## src/rtl/bin2bcd_seq.sv

```systemverilog
// Sequential binary-to-BCD converter (shift-and-add-3), one adjust-and-shift step per clock.
// Digit outputs are registered and hold the last result until the next conversion completes.
module bin2bcd_seq #(
  parameter int N_BITS   = 16,
  parameter int N_DIGITS = 5
) (
  input  logic                  clk,
  input  logic                  rst,
  input  logic                  start,
  input  logic [N_BITS-1:0]     bin,
  output logic                  busy,
  output logic                  done,
  output logic [4*N_DIGITS-1:0] bcd
);

  localparam int CW = $clog2(N_BITS + 1);
  localparam logic [CW-1:0] CNT_INIT = CW'(N_BITS);
  localparam logic [CW-1:0] CNT_LAST = CW'(1);

  typedef enum logic [1:0] {
    IDLE  = 2'd0,
    SHIFT = 2'd1,
    DONE  = 2'd2
  } state_t;

  state_t                  state_r;
  logic [N_BITS-1:0]       shreg_r;
  logic [4*N_DIGITS-1:0]   scratch_r;
  logic [CW-1:0]           cnt_r;
  logic [4*N_DIGITS-1:0]   scratch_nxt_s;
  logic [N_BITS-1:0]       shreg_nxt_s;

  // Adjust each digit (>=5 gets +3), then shift the scratch left by one taking in_bit as LSB.
  // The carry out of the top digit is dropped; it cannot be set for a legal N_DIGITS.
  function automatic logic [4*N_DIGITS-1:0] shift_adjust(
    input logic [4*N_DIGITS-1:0] scratch,
    input logic                  in_bit
  );
    logic [4*N_DIGITS-1:0] result;
    logic [3:0]            digit;
    logic                  carry;
    result = '0;
    carry  = in_bit;
    for (int i = 0; i < N_DIGITS; i++) begin
      digit = (scratch[4*i +: 4] >= 4'd5) ? (scratch[4*i +: 4] + 4'd3) : scratch[4*i +: 4];
      result[4*i +: 4] = {digit[2:0], carry};
      carry = digit[3];
    end
    return result;
  endfunction

  // Next scratch/shift values for one double-dabble step
  always_comb begin
    scratch_nxt_s = shift_adjust(scratch_r, shreg_r[N_BITS-1]);
    shreg_nxt_s   = {shreg_r[N_BITS-2:0], 1'b0};
  end

  // Control FSM with registered busy/done/bcd outputs
  always_ff @(posedge clk or posedge rst) begin
    if (rst) begin
      state_r   <= IDLE;
      shreg_r   <= '0;
      scratch_r <= '0;
      cnt_r     <= '0;
      busy      <= 1'b0;
      done      <= 1'b0;
      bcd       <= '0;
    end else begin
      case (state_r)
        IDLE, DONE: begin
          done <= 1'b0;
          if (start) begin
            shreg_r   <= bin;
            scratch_r <= '0;
            cnt_r     <= CNT_INIT;
            busy      <= 1'b1;
            state_r   <= SHIFT;
          end else begin
            busy    <= 1'b0;
            state_r <= IDLE;
          end
        end
        SHIFT: begin
          scratch_r <= scratch_nxt_s;
          shreg_r   <= shreg_nxt_s;
          cnt_r     <= cnt_r - CNT_LAST;
          if (cnt_r == CNT_LAST) begin
            bcd     <= scratch_nxt_s;
            busy    <= 1'b0;
            done    <= 1'b1;
            state_r <= DONE;
          end else begin
            busy    <= 1'b1;
            done    <= 1'b0;
            state_r <= SHIFT;
          end
        end
        default: begin
          busy    <= 1'b0;
          done    <= 1'b0;
          state_r <= IDLE;
        end
      endcase
    end
  end

endmodule

```

## config.mk

```make
export PLATFORM = sky130hd
export DESIGN_NAME = bin2bcd_seq
export DESIGN_NICKNAME = d
export VERILOG_FILES = /design/src/rtl/bin2bcd_seq.sv
export SDC_FILE = /design/constraint.sdc
export NUM_CORES = 1
export LEC_CHECK = 0
export ABC_CLOCK_PERIOD_IN_PS = 4700
export BUFFER_PORTS_ARGS = -buffer_cell sky130_fd_sc_hd__buf_2
export CELL_PAD_IN_SITES_DETAIL_PLACEMENT = 0
export CELL_PAD_IN_SITES_GLOBAL_PLACEMENT = 1
export CORE_MARGIN = 10
export CORE_UTILIZATION = 48
export DETAILED_ROUTE_END_ITERATION = 8
export PLACE_DENSITY_LB_ADDON = 0.15
export SYNTH_ARGS = -nofsm -noshare
export SYNTH_HDL_FRONTEND = slang
export SYNTH_SLANG_ARGS = --single-unit
```

## constraint.sdc

```tcl
create_clock -name clk -period 4.7 [get_ports clk]
set_input_delay 0.235 -clock clk [delete_from_list [all_inputs] [get_ports clk]]
set_output_delay 0.235 -clock clk [all_outputs]
set_load 0.1 [all_outputs]
```

# Word-level counts from Yosys, hierarchy flattened
# Index checks and enable logic that the tools add are counted.
op_classes:
  div: 0
  bitwise_logic: 0
  n_shift: 0
  n_addsub: 6
  magnitude_cmp: 5
  mul: 0
  eq_ne: 4
  muxes: 19
  n_reduce_logical: 5
op_table:
  columns: ["cell", "count"]
  rows:
  - ["case mux 20 bit (2 select lines)", 1]
  - ["case mux 16 bit (2 select lines)", 1]
  - [">= comparator 4 x 3 -> 1 bit (second input constant)", 5]
  - ["2-to-1 mux 20 bit", 1]
  - ["adder 4 x 2 -> 4 bit (second input constant)", 4]
  - ["2-to-1 mux 16 bit", 1]
  - ["2-to-1 mux 4 bit", 4]
  - ["case mux 5 bit (2 select lines)", 1]
  - ["== test 5 x 1 -> 1 bit (second input constant)", 1]
  - ["2-to-1 mux 1 bit", 5]
  - ["2-to-1 mux 5 bit", 1]
  - ["subtractor 5 x 1 -> 5 bit (second input constant)", 1]
  - ["case mux 2 bit (2 select lines)", 1]
  - ["AND reduction 2 bit", 2]
  - ["adder 3 x 2 -> 3 bit (second input constant)", 1]
  - ["2-to-1 mux 3 bit", 1]
  - ["== test 2 x 1 -> 1 bit (second input constant)", 1]
  - ["== test 2 bit (second input constant)", 1]
  - ["logical NOT 2 bit", 1]
  - ["2-to-1 mux 2 bit", 1]
  - ["!= test 2 bit (second input constant)", 1]
  - ["case mux 1 bit (2 select lines)", 1]
  - ["nonzero test 2 bit", 1]
  - ["OR reduction 2 bit", 1]
totals:
  latchBits: 0
  mem_bits_rw: 0
  romBits: 0
  in_bits: 19
  reg_bits: 65
  memories: 0

# Depth between registers and ports, before layout
# Gate-level depths: netlist (run 1).
depth:
  word_depth: 4
  ltp_mapped: 8
  mapped_depth_nobuf: 6

# Worst setup path after synthesis (run 1)
# OpenSTA, ideal clock, no wires.
synth_timing:
  path_kind: "reg-to-reg"
  from: "register state_r[0]"
  to: "register bcd[10]"
  required_time_ns: 4.574
  setup_slack_ns: 2.667
  stages_incl_launch_ff: 7
  arrival_time_ns: 1.906
  setup_ns: 0.126
  path_cell_list: "dfrtp_1 > nor2b_1 > buf_2 > nand2_1 > inv_2 > buf_8 > mux2_4"
synth_between:
  elab_chain_len: 2
synth_rtl:
  columns: ["item", "line_no", "source"]
  rows:
  - ["from (decl)", "26", "state_t state_r;"]
  - ["from (signal assigned)", "61", "state_r <= IDLE;"]
  - ["from (signal assigned)", "77", "state_r <= SHIFT;"]
  - ["from (signal assigned)", "80", "state_r <= IDLE;"]
  - ["== test 2 x 1 -> 1 bit", "69", "case (state_r)"]
  - ["AND reduction 2 bit (no source line)", null, null]
  - ["to (signal assigned)", "88", "bcd <= scratch_nxt_s;"]
  - ["to (decl)", "13", "output logic [4*N_DIGITS-1:0] bcd"]
# Every way passes these cells.
# A chain may end at the register's enable or synchronous reset.

# Worst setup path after layout (run 1)
layout_timing:
  from: "register state_r[0]"
  to: "register bcd[14]"
# Same word-level chain as after synthesis.

==> results of run 1 <==
-- tightest hold or removal path, delay by kind of cell --
kind | cells | cell delay [ns]
AOI/OAI and AO/OA | 1 | 0.05
buffers and inverters | 1 | 0.08
and+or+nand+nor | 1 | 0.05
-- how the worst max path moves through the flow --
stage / startpoint / endpoint / slack (ns) / depth (start not counted)
3_3_place_gp: cnt_r[1]$_DFFE_PP0P_ / bcd[14]$_DFFE_PP0P_ / 2.50 / 6
2_1_floorplan: state_r[0]$_DFF_PP0_ / bcd[10]$_DFFE_PP0P_ / 2.67 / 6
5_1_grt: cnt_r[1]$_DFFE_PP0P_ / bcd[14]$_DFFE_PP0P_ / 2.29 / 6
4_1_cts: cnt_r[1]$_DFFE_PP0P_ / bcd[14]$_DFFE_PP0P_ / 2.42 / 6
6_report: state_r[0]$_DFF_PP0_ / bcd[14]$_DFFE_PP0P_ / 2.44 / 4
3_5_place_dp: cnt_r[1]$_DFFE_PP0P_ / bcd[14]$_DFFE_PP0P_ / 2.45 / 6
-- synthesized netlist by cell type --
master	instances
inv_2	1
a22oi_1	15
nor3_1	6
mux2_2	1
nor2_1	2
buf_4	3
nand2b_1	7
mux2_4	10
nand2_1	53
inv_1	13
ha_1	12
nor4_1	1
buf_2	3
o21ai_0	19
nor4b_2	1
mux2i_1	7
buf_8	1
a21oi_1	14
nor2b_1	2
a22o_1	12
xnor2_1	5
o21ai_1	7
clkbuf_1	5
dfrtp_1	63
buf_6	2
nor3b_1	9
nand3_1	6
-- stage by stage --
| step | hold WS (ns) | cells | setup WS, ns | utilization (%) | area, um2 |
|---|---|---|---|---|---|
| 2_1_floorplan | 0.363 | 280 | 2.67 | - | 2980 |
| 3_3_place_gp | 0.453 | 385 | 2.50 | 53.9 | 3210 |
| 3_5_place_dp | 0.456 | 385 | 2.45 | 53.9 | 3210 |
| 4_1_cts | 0.0979 | 401 | 2.42 | 56.9 | 3390 |
| 5_1_grt | 0.0981 | 401 | 2.29 | 56.9 | 3390 |
| 6_report | 0.107 | 401 | 2.44 | 56.9 | 3390 |
-- per-layer routing --
layer	vias to the layer above	part of all wire, %	track usage [%]
met5	-	0	0
met4	0	2.1	6.50
met3	14	5.7	5.03
met2	44	45	20.0
met1	985	47	16.1
li1	1055	-	-
-- sequential cells by signal, summed over array words and instances (netlist names) --
signal	flops
bcd	20
cnt_r	5
done	1
scratch_r	20
shreg_r	16
state_r	1
-- logic make-up after synthesis --
group                      synth area share, %
xor gates and xnor gates                  1.47
AOI/OAI and AO/OA                         14.0
and+or+nand+nor                           13.8
DFF                                       52.9
muxes                                     7.77
buffers and inverters                     4.92
adders and majority gates                 5.04
-- cell type report --
cell class	count	share of cell area (%)
Sequential cell	63	46.5
Multi-Input combinational cell	189	37.2
Inverter	14	1.55
Clock inverter	4	0.591
Timing Repair Buffer	44	6.79
Tap cell	75	2.77
Clock buffer	12	4.58
==> impl_metrics.py, run 1 <==
metrics = {
    "logic_synthesis": {
        "mappedNetlistNets": 311,
        "syn_area_um2": 2980,
        "yosysSeqAreaShare_pct": 52.9,
        "synth.distinct_cells": 27,
        "synth_area_leader_cell": "dfrtp_1",
        "synth_area_leaders": "dfrtp_1 (53%), nand2_1 (6.7%), ha_1 (5.0%), mux2_4 (5.0%), a22oi_1 (3.8%)",
        "synth_area_per_cell_um2": 10.6,
        "syn_inst": 280,
        "synth-seq-cells": 63,
        "yosys_warnings": 0,
        "synth.top_cell.area_share_pct": 52.9,
    },
    "floorplanning": {
        "dieArea_um2": 9750,
        "design.core.area_um2": 5960,
        "die-height_um": 98.8,
        "rows": 28,
        "ios": 41,
        "initial_utilization_pct": 50.0,
        "die_w_um": 98.8,
    },
    "min_path": {
        "hold_class": "in2reg",
        "holdPathStages": 3,
        "hold_end": "shreg_r[11]$_DFFE_PP0P_",
        "hp-start": "bin[11]",
    },
    "detailed_routing": {
        "dr_total_vias": 2098,
        "firstDrtPassIters": 4,
        "drt-initial-drc-count": 105,
        "wl_mm": 6.26,
        "vias_per_cell": 5.23,
        "drc": 0,
        "wire_per_inst_um": 15.6,
        "ant_nets": 0,
    },
    "global_routing": {
        "grt_pass1_wl_mm": 10.5,
        "grt_pass1_vias": 2126,
        "grt_usage_pct": 13.2,
        "grt-ovfl-total": 0,
        "grt_max_degree": 64,
        "antenna_found_initial": 0,
    },
    "placed_design": {
        "finalWeightedCongestion": 0.753,
        "io_buffers": 40,
        "dp_hpwl_mm": 4.18,
    },
    "timing": {
        "setup_tns_ns": 0,
        "period_minus_slack_ns": 2.26,
        "period_share_pct": 48.0,
        "rsz0062_at_grt": "false",
        "setup_viol": 0,
        "slew_violations": 0,
        "skew_ns": 0.00595,
        "fmax_mhz": 443,
        "max_slew.worst_pin.slew_ns": 0.802,
        "hold_viol_final": 0,
        "slew-limit-headroom_pct": 46.5,
    },
    "clock_tree": {
        "hold_buffers": 0,
        "cts_buffer_depth": 2,
        "numCtsBuffers": 9,
        "cts_resized": 0,
        "clk_pin_slew_ns": 0.07,
        "clkLatencyLatePin_ns": 0.34,
        "cts_tree": "done",
        "h-tree-depth": 3,
        "cts_setup_buffers": 0,
        "clock_sinks": 63,
        "clockRootBuffer": "clkbuf_8",
    },
    "final_layout": {
        "drive_above_1_share_pct": 23.0,
        "antennaDiodeCount": 0,
        "area_growth_pct": 13.8,
        "final.fill_count": 529,
        "mostFrequentLayoutCells": "dfrtp_1 (63), nand2_1 (53), buf_2 (40), o21ai_0 (19), a22oi_1 (15)",
        "nNetsFinal": 352,
        "register_area_um2": 1580,
        "multi_input_area_um2": 1260,
        "final_common_cell": "dfrtp_1",
    },
    "setup_path": {
        "path_buf_inv": 1,
        "reg2reg_depth": 4,
        "critPathSlowestCell": "nand2_1",
        "r2r_slack_ns": 2.44,
        "crit_family": "simple AND/OR/NAND/NOR gates",
        "path_cells": "nor2b_2 > nand2_1 > inv_2 > mux2_2",
        "criticalPathCategory": "reg2reg",
        "r2r-start": "state_r[0]$_DFF_PP0_",
        "cp_slowest_stage_delay_ns": 0.51,
        "reg2reg_to": "bcd[14]$_DFFE_PP0P_",
        "end_kind": "register",
        "critPathLaunchType": "register",
        "cp.arrival_ns": 2.48,
        "cp.required_ns": 4.92,
        "path_max_fanout": 20,
    },
    "outcome": {
        "status": "completed",
    },
    "run": {
        "maxCapViolCount": 0,
    },
}
Power of run 1 is not shown: default switching activity piles up to over one toggle a cycle in this logic, so the estimate is an artifact.
==> inputs of run 2 (changes only) <==
--- a/config.mk
+++ b/config.mk
@@ -5,12 +5,13 @@
 export SDC_FILE = /design/constraint.sdc
 export NUM_CORES = 1
 export LEC_CHECK = 0
-export ABC_CLOCK_PERIOD_IN_PS = 4700
+export ABC_AREA = 1
+export ABC_CLOCK_PERIOD_IN_PS = 2200
 export BUFFER_PORTS_ARGS = -buffer_cell sky130_fd_sc_hd__buf_2
 export CELL_PAD_IN_SITES_DETAIL_PLACEMENT = 0
 export CELL_PAD_IN_SITES_GLOBAL_PLACEMENT = 1
 export CORE_MARGIN = 10
-export CORE_UTILIZATION = 48
+export CORE_UTILIZATION = 43
 export DETAILED_ROUTE_END_ITERATION = 8
 export PLACE_DENSITY_LB_ADDON = 0.15
 export SYNTH_ARGS = -nofsm -noshare
==> constraint.sdc (replaced) <==
create_clock -name clk -period 2.2 [get_ports clk]
set_input_delay 0.11 -clock clk [delete_from_list [all_inputs] [get_ports clk]]
set_output_delay 0.11 -clock clk [all_outputs]
set_load 0.1 [all_outputs]
==> run 2 against run 1 <==
Against the previous run:
- wire length increased by 8.7%
- sequential cell count did not move
- via count grew 25%
- worst setup slack got worse by 1.8 ns
- cell count increased by 38%
- first-iteration DRC count decreased by 1.9%
- clock skew rose by 0.00091 ns
- global-route usage shrank 0.24 points
- sequential share of layout area fell by 4.3 points
- die area grew 14%
- cell area is 10% higher
- synthesized cell count is 39% higher
==> impl_metrics.py, run 2 <==
metrics = {
    "outcome": {
        "status": "completed",
    },
    "placed_design": {
        "finalWeightedCongestion": 0.784,
        "io_buffers": 40,
        "dp_hpwl_mm": 4.75,
        "post-place-ws_ns": 0.644,
        "dp_cells": 521,
    },
    "logic_synthesis": {
        "synth_area_per_cell_um2": 8.07,
        "async_reset_ff_share_pct": 100,
        "synth_area_leaders": "dfrtp_1 (50%), nand2_1 (20%), nand3_1 (8.5%), ha_1 (4.8%), inv_1 (3.8%)",
        "yosysSeqAreaShare_pct": 50.2,
        "synth_commonest_cells": "nand2_1 (171), dfrtp_1 (63), nand3_1 (53)",
        "synth-seq-cells": 63,
        "synth_area_leader_cell": "dfrtp_1",
        "syn_area_um2": 3140,
        "yosys_warnings": 0,
        "synth.distinct_cells": 22,
        "mappedNetlistNets": 420,
        "syn_inst": 389,
        "synth.top_cell.area_share_pct": 50.2,
        "synth_edf_count": 0,
        "dominantRegCellSynth": "dfrtp_1",
        "yosysMostFrequentCell": "nand2_1",
    },
    "clock_tree": {
        "clock_sinks": 63,
        "clockRootBuffer": "clkbuf_8",
        "h-tree-depth": 3,
        "clkLatencyLatePin_ns": 0.33,
        "numCtsBuffers": 9,
        "cts_resized": 0,
        "cts_tree": "done",
        "cts_buffer_depth": 2,
        "clk_pin_slew_ns": 0.07,
    },
    "timing": {
        "max_slew.worst_pin.slew_ns": 0.551,
        "slew-limit-headroom_pct": 63.2,
        "setup_viol": 0,
        "fmax_mhz": 643,
        "hold_viol_final": 0,
        "timing.hold.ws_ns": 0.0986,
        "slew_violations": 0,
        "rsz0062_at_grt": "false",
        "setup_tns_ns": 0,
        "fin_ws_ns": 0.644,
        "skew_ns": 0.00686,
        "period_minus_slack_ns": 1.56,
        "period_share_pct": 70.7,
    },
    "setup_path": {
        "path_cells": "inv_1 > ha_1 > nand2_1 > nor2_4 > inv_2 > nand2_1 > nand2_1",
        "criticalPathCategory": "reg2reg",
        "cp_slowest_stage_delay_ns": 0.36,
        "critPathLaunchType": "register",
        "cp.arrival_ns": 1.77,
        "path_common_cell": "nand2_1",
        "end_kind": "register",
        "cp.required_ns": 2.42,
        "critPathSlowestCell": "dfrtp_1",
        "path_max_fanout": 20,
    },
    "global_routing": {
        "grt_max_degree": 37,
        "grt_usage_pct": 13.0,
        "grt_use_met3_pct": 4.26,
        "grt_pass1_wl_mm": 12.0,
        "met2_usage_pct": 20.2,
        "grt.busiest_layer": "met2",
        "grt-ovfl-total": 0,
        "antenna_found_initial": 0,
        "grt_pass1_vias": 2654,
        "grt_util_met1_pct": 15.8,
    },
    "final_layout": {
        "mostFrequentLayoutCells": "nand2_1 (171), dfrtp_1 (63), nand3_1 (53), buf_2 (40), inv_1 (31)",
        "reg_top3": "bcd (20), scratch_r (20), shreg_r (16)",
        "final.fill_count": 704,
        "register_area_um2": 1580,
        "stdcell_count": 552,
        "nNetsFinal": 481,
        "antennaDiodeCount": 0,
        "final_common_cell": "nand2_1",
        "multi_input_area_um2": 1330,
        "area_growth_pct": 18.9,
        "drive_above_1_share_pct": 14.8,
    },
    "floorplanning": {
        "die-height_um": 105,
        "ios": 41,
        "design.core.area_um2": 7180,
        "dieArea_um2": 11100,
        "die_w_um": 105,
        "initial_utilization_pct": 43.7,
        "rows": 31,
    },
    "pwr": {
        "p_total_mw": 6.16,
        "peakVddDrop_mv": 0.645,
        "p_per_area_nw_per_um2": 1650,
        "power.static_leakage_nw": 2.00,
    },
    "run": {
        "maxCapViolCount": 0,
    },
    "detailed_routing": {
        "wire_per_inst_um": 12.3,
        "ant_nets": 0,
        "wl_mm": 6.80,
        "drt-initial-drc-count": 103,
        "dr_total_vias": 2621,
        "vias_per_cell": 4.75,
        "firstDrtPassIters": 4,
        "drc": 0,
    },
    "min_path": {
        "hold_class": "in2reg",
    },
}
==> run 2: changes by cell type in the layout (fill, tap and decap cells not counted), moves of 8 or more <==
cell / delta
a22o_1: -12
nand3_1: +47
inv_1: +19
dlygate4sd3_1: +17
nand4_1: +10
mux2_4: -10
a22oi_1: -15
nand2_1: +118
a21oi_1: -14
nor3b_1: -8
==> run 2: cell type report <==
| cell class | instances | share of cell area [%] |
|---|---|---|
| Sequential cell | 63 | 42.3 |
| Multi-Input combinational cell | 279 | 35.7 |
| Timing Repair Buffer | 61 | 10.7 |
| Clock inverter | 1 | 0.134 |
| Clock buffer | 13 | 4.26 |
| Inverter | 36 | 3.62 |
| Tap cell | 99 | 3.32 |
==> run 2: cell families (layout without fill, tap and decap cells) <==
group	count (synthesis)	after routing	synth area share, %
flops	63	63	50.2
simple gates	245	245	33.6
compound gates	22	22	4.03
buf+inv	47	111	7.38
fa+ha+maj	12	12	4.78
==> run 2: power by group <==
group | internal [mW] | switching [mW] | leakage [nW] | total [mW]
sequential | 1.68 | 0.346 | 0.775 | 2.02
clock | 0.457 | 0.411 | 0.0854 | 0.868
combinational | 0.843 | 2.43 | 1.14 | 3.28
==> run 2: per-layer routing <==
metal | wire, um | part of all wire (%) | vias up
met5 | 0 | 0 | -
met4 | 145 | 2.1 | 0
met3 | 310 | 4.6 | 12
met2 | 3040 | 45 | 46
met1 | 3310 | 49 | 1208
li1 | - | - | 1355
==> run 2: worst max-delay path: cells and delay by family (launching register included) <==
kind	cells	cell delay, ns
flip-flops	1	0.36
adder cells (fa/ha/maj)	1	0.16
AND/OR/NAND/NOR	4	0.57
buffers and inverters	2	0.35
==> run 2: final timing paths <==
check                                      from  slack (ns)              endpoint  cells after the start
max                        cnt_r[1]$_DFFE_PP0P_        0.64    bcd[8]$_DFFE_PP0P_                      7
min                                       start         0.1  state_r[0]$_DFF_PP0_                      3
max reg2reg                cnt_r[1]$_DFFE_PP0P_        0.64    bcd[8]$_DFFE_PP0P_                      7
min reg2reg                  bcd[7]$_DFFE_PP0P_        0.46    bcd[7]$_DFFE_PP0P_                      2
max in group asynchronous                   rst        1.16   bcd[18]$_DFFE_PP0P_                      4
min in group asynchronous                   rst        0.36  cnt_r[1]$_DFFE_PP0P_                      3
==> run 2: timing repair <==
item                      4_1_cts  5_1_grt
hold buffers                   17        0
buffers inserted                0        0
hold endpoints to repair       39        0
==> run 2: metrics by stage <==
stage	cell area, um2	utilization (%)
2_1_floorplan	3140	-
3_3_place_gp	3400	47.3
3_5_place_dp	3400	47.3
4_1_cts	3730	52.0
5_1_grt	3730	52.0
6_report	3730	52.0
(Power assumes the default switching activity.)
==> inputs of run 3 (changes only) <==
--- a/config.mk
+++ b/config.mk
@@ -6,7 +6,7 @@
 export NUM_CORES = 1
 export LEC_CHECK = 0
 export ABC_AREA = 1
-export ABC_CLOCK_PERIOD_IN_PS = 2200
+export ABC_CLOCK_PERIOD_IN_PS = 1600
 export BUFFER_PORTS_ARGS = -buffer_cell sky130_fd_sc_hd__buf_2
 export CELL_PAD_IN_SITES_DETAIL_PLACEMENT = 0
 export CELL_PAD_IN_SITES_GLOBAL_PLACEMENT = 1
==> constraint.sdc (replaced) <==
create_clock -name clk -period 1.6 [get_ports clk]
set_input_delay 0.08 -clock clk [delete_from_list [all_inputs] [get_ports clk]]
set_output_delay 0.08 -clock clk [all_outputs]
set_load 0.1 [all_outputs]
==> run 3 against run 2 <==
Against the previous run:
- non-clock buffer count grew 3
- worst setup slack lost 0.47 ns
- count of clock-buffer cells in the layout shrank 4
- sequential share of layout area shrank 1.2 points
- total power grew 45%
- combinational power grew 41%
- cell count grew 0.91%
- clock skew grew 0.0059 ns
- first-iteration DRC count grew 11%
- die area is the same
- wire length grew 0.40%
- largest power group unchanged
- via count grew 2.1%
==> impl_metrics.py, run 3 (synthesis gave the netlist of run 2 again) <==
metrics = {
    "final_layout": {
        "mostFrequentLayoutCells": "nand2_1 (171), dfrtp_1 (61), nand3_1 (53), buf_2 (40), inv_1 (31)",
        "finish.utilization_pct": 53.6,
        "reg_top3": "bcd (20), scratch_r (20), shreg_r (16)",
        "register_area_um2": 1580,
        "area_growth_pct": 22.5,
        "antennaDiodeCount": 0,
        "drive_above_1_share_pct": 16.6,
        "nNetsFinal": 484,
        "final_common_cell": "nand2_1",
        "stdcell_count": 557,
        "fin_area_um2": 3840,
        "final.fill_count": 680,
        "multi_input_area_um2": 1330,
    },
    "timing": {
        "slew-limit-headroom_pct": 67.3,
        "slew_violations": 0,
        "fmax_mhz": 702,
        "fin_ws_ns": 0.175,
        "skew_ns": 0.0127,
        "period_share_pct": 89.1,
        "period_minus_slack_ns": 1.43,
        "timing.hold.ws_ns": 0.0658,
        "setup_viol": 0,
        "rsz0062_at_grt": "false",
        "setup_tns_ns": 0,
        "hold_viol_final": 0,
        "max_slew.worst_pin.slew_ns": 0.495,
    },
    "detailed_routing": {
        "ant_nets": 0,
        "wl_mm": 6.83,
        "drc": 0,
        "vias_per_cell": 4.80,
        "drt-initial-drc-count": 114,
        "dr_total_vias": 2675,
        "firstDrtPassIters": 4,
        "wire_per_inst_um": 12.3,
    },
    "floorplanning": {
        "rows": 31,
        "die_w_um": 105,
        "design.core.area_um2": 7180,
        "ios": 41,
        "initial_utilization_pct": 43.7,
        "die-height_um": 105,
        "dieArea_um2": 11100,
    },
    "placed_design": {
        "finalWeightedCongestion": 0.820,
        "post-place-ws_ns": 0.133,
        "io_buffers": 40,
        "placed_area_um2": 3450,
        "dp_hpwl_mm": 4.74,
        "dp_cells": 524,
    },
    "global_routing": {
        "grt_pass1_vias": 2696,
        "grt_util_met1_pct": 15.6,
        "grt_use_met3_pct": 4.26,
        "met2_usage_pct": 21.3,
        "grt-ovfl-total": 0,
        "grt_usage_pct": 13.1,
        "antenna_found_initial": 0,
        "grt_max_degree": 51,
        "grt_pass1_wl_mm": 12.2,
        "grt.busiest_layer": "met2",
    },
    "min_path": {
        "hp-start": "start",
        "hold_class": "in2reg",
        "holdPathStages": 3,
        "hold_end": "state_r[0]$_DFF_PP0_",
    },
    "clock_tree": {
        "h-tree-depth": 3,
        "clkLatencyLatePin_ns": 0.34,
        "clk_pin_slew_ns": 0.07,
        "clockRootBuffer": "clkbuf_8",
        "cts_buffer_depth": 2,
        "clock_sinks": 63,
        "cts_setup_buffers": 0,
        "numCtsBuffers": 9,
        "cts_tree": "done",
    },
    "pwr": {
        "peakVddDrop_mv": 0.813,
        "p_total_mw": 8.95,
        "power.static_leakage_nw": 2.04,
        "p_per_area_nw_per_um2": 2330,
    },
    "setup_path": {
        "r2r-start": "scratch_r[4]$_DFFE_PP0P_",
        "cp.arrival_ns": 1.68,
        "r2r_slack_ns": 0.17,
        "critPathLaunchType": "register",
        "path_max_fanout": 5,
        "criticalPathCategory": "reg2reg",
        "cp.required_ns": 1.86,
        "end_kind": "register",
        "reg2reg_to": "scratch_r[7]$_DFFE_PP0P_",
        "reg2reg_depth": 7,
    },
    "run": {
        "maxCapViolCount": 0,
    },
    "outcome": {
        "status": "completed",
    },
}
==> run 3: cell types whose count changed in the layout (fill, tap and decap cells not counted), sizes merged <==
cell,change
clkinvlp,+3
clkinv,+2
bufinv,+2
inv,-1
clkbuf,-4
buf,+3
==> run 3: layout make-up <==
class,instances,area share [%]
inverters,36,3.68
multi-input cells,279,34.6
flip-flops and latches,63,41.1
well taps,99,3.22
clock buffers,9,3.22
repair buffers,64,11.7
clock inverters,7,2.54
==> run 3: how the worst max path moves through the flow <==
stage                               from                         to  slack, ns  cells past startpoint
3_3_place_gp        cnt_r[3]$_DFFE_PP0P_         bcd[6]$_DFFE_PP0P_       0.18                      6
6_report        scratch_r[4]$_DFFE_PP0P_   scratch_r[7]$_DFFE_PP0P_       0.17                      7
4_1_cts             cnt_r[1]$_DFFE_PP0P_         bcd[6]$_DFFE_PP0P_       0.12                      7
5_1_grt        scratch_r[12]$_DFFE_PP0P_  scratch_r[13]$_DFFE_PP0P_       0.06                      8
3_5_place_dp        cnt_r[1]$_DFFE_PP0P_         bcd[6]$_DFFE_PP0P_       0.13                      7
2_1_floorplan       state_r[0]$_DFF_PP0_        bcd[10]$_DFFE_PP0P_       0.01                      8
==> run 3: layer usage <==
layer / share of wire [%] / up-vias
met5: 0 / -
met4: 1.8 / 0
met3: 4.9 / 12
met2: 47 / 53
met1: 46 / 1237
li1: - / 1373
==> run 3: worst max-delay path, cell delays in order, from the launching register on <==
cell      delay (ns)
dfrtp_1         0.42
inv_1           0.11
ha_1            0.16
inv_1           0.05
nand2_1         0.12
a21boi_0        0.35
nand2_1         0.08
o21ai_0         0.08
==> run 3: power by group <==
part	internal [mW]	leakage, nW	total, mW	switching [mW]
logic	1.24	1.16	4.63	3.39
registers	2.30	0.772	2.78	0.475
clock network	0.879	0.105	1.53	0.654
==> run 3: repair_timing <==
action | CTS | global route
hold endpoints to repair | 29 | 0
setup endpoints to repair | 0 | 8
gates resized for setup | 0 | 2
hold buffers | 17 | 0
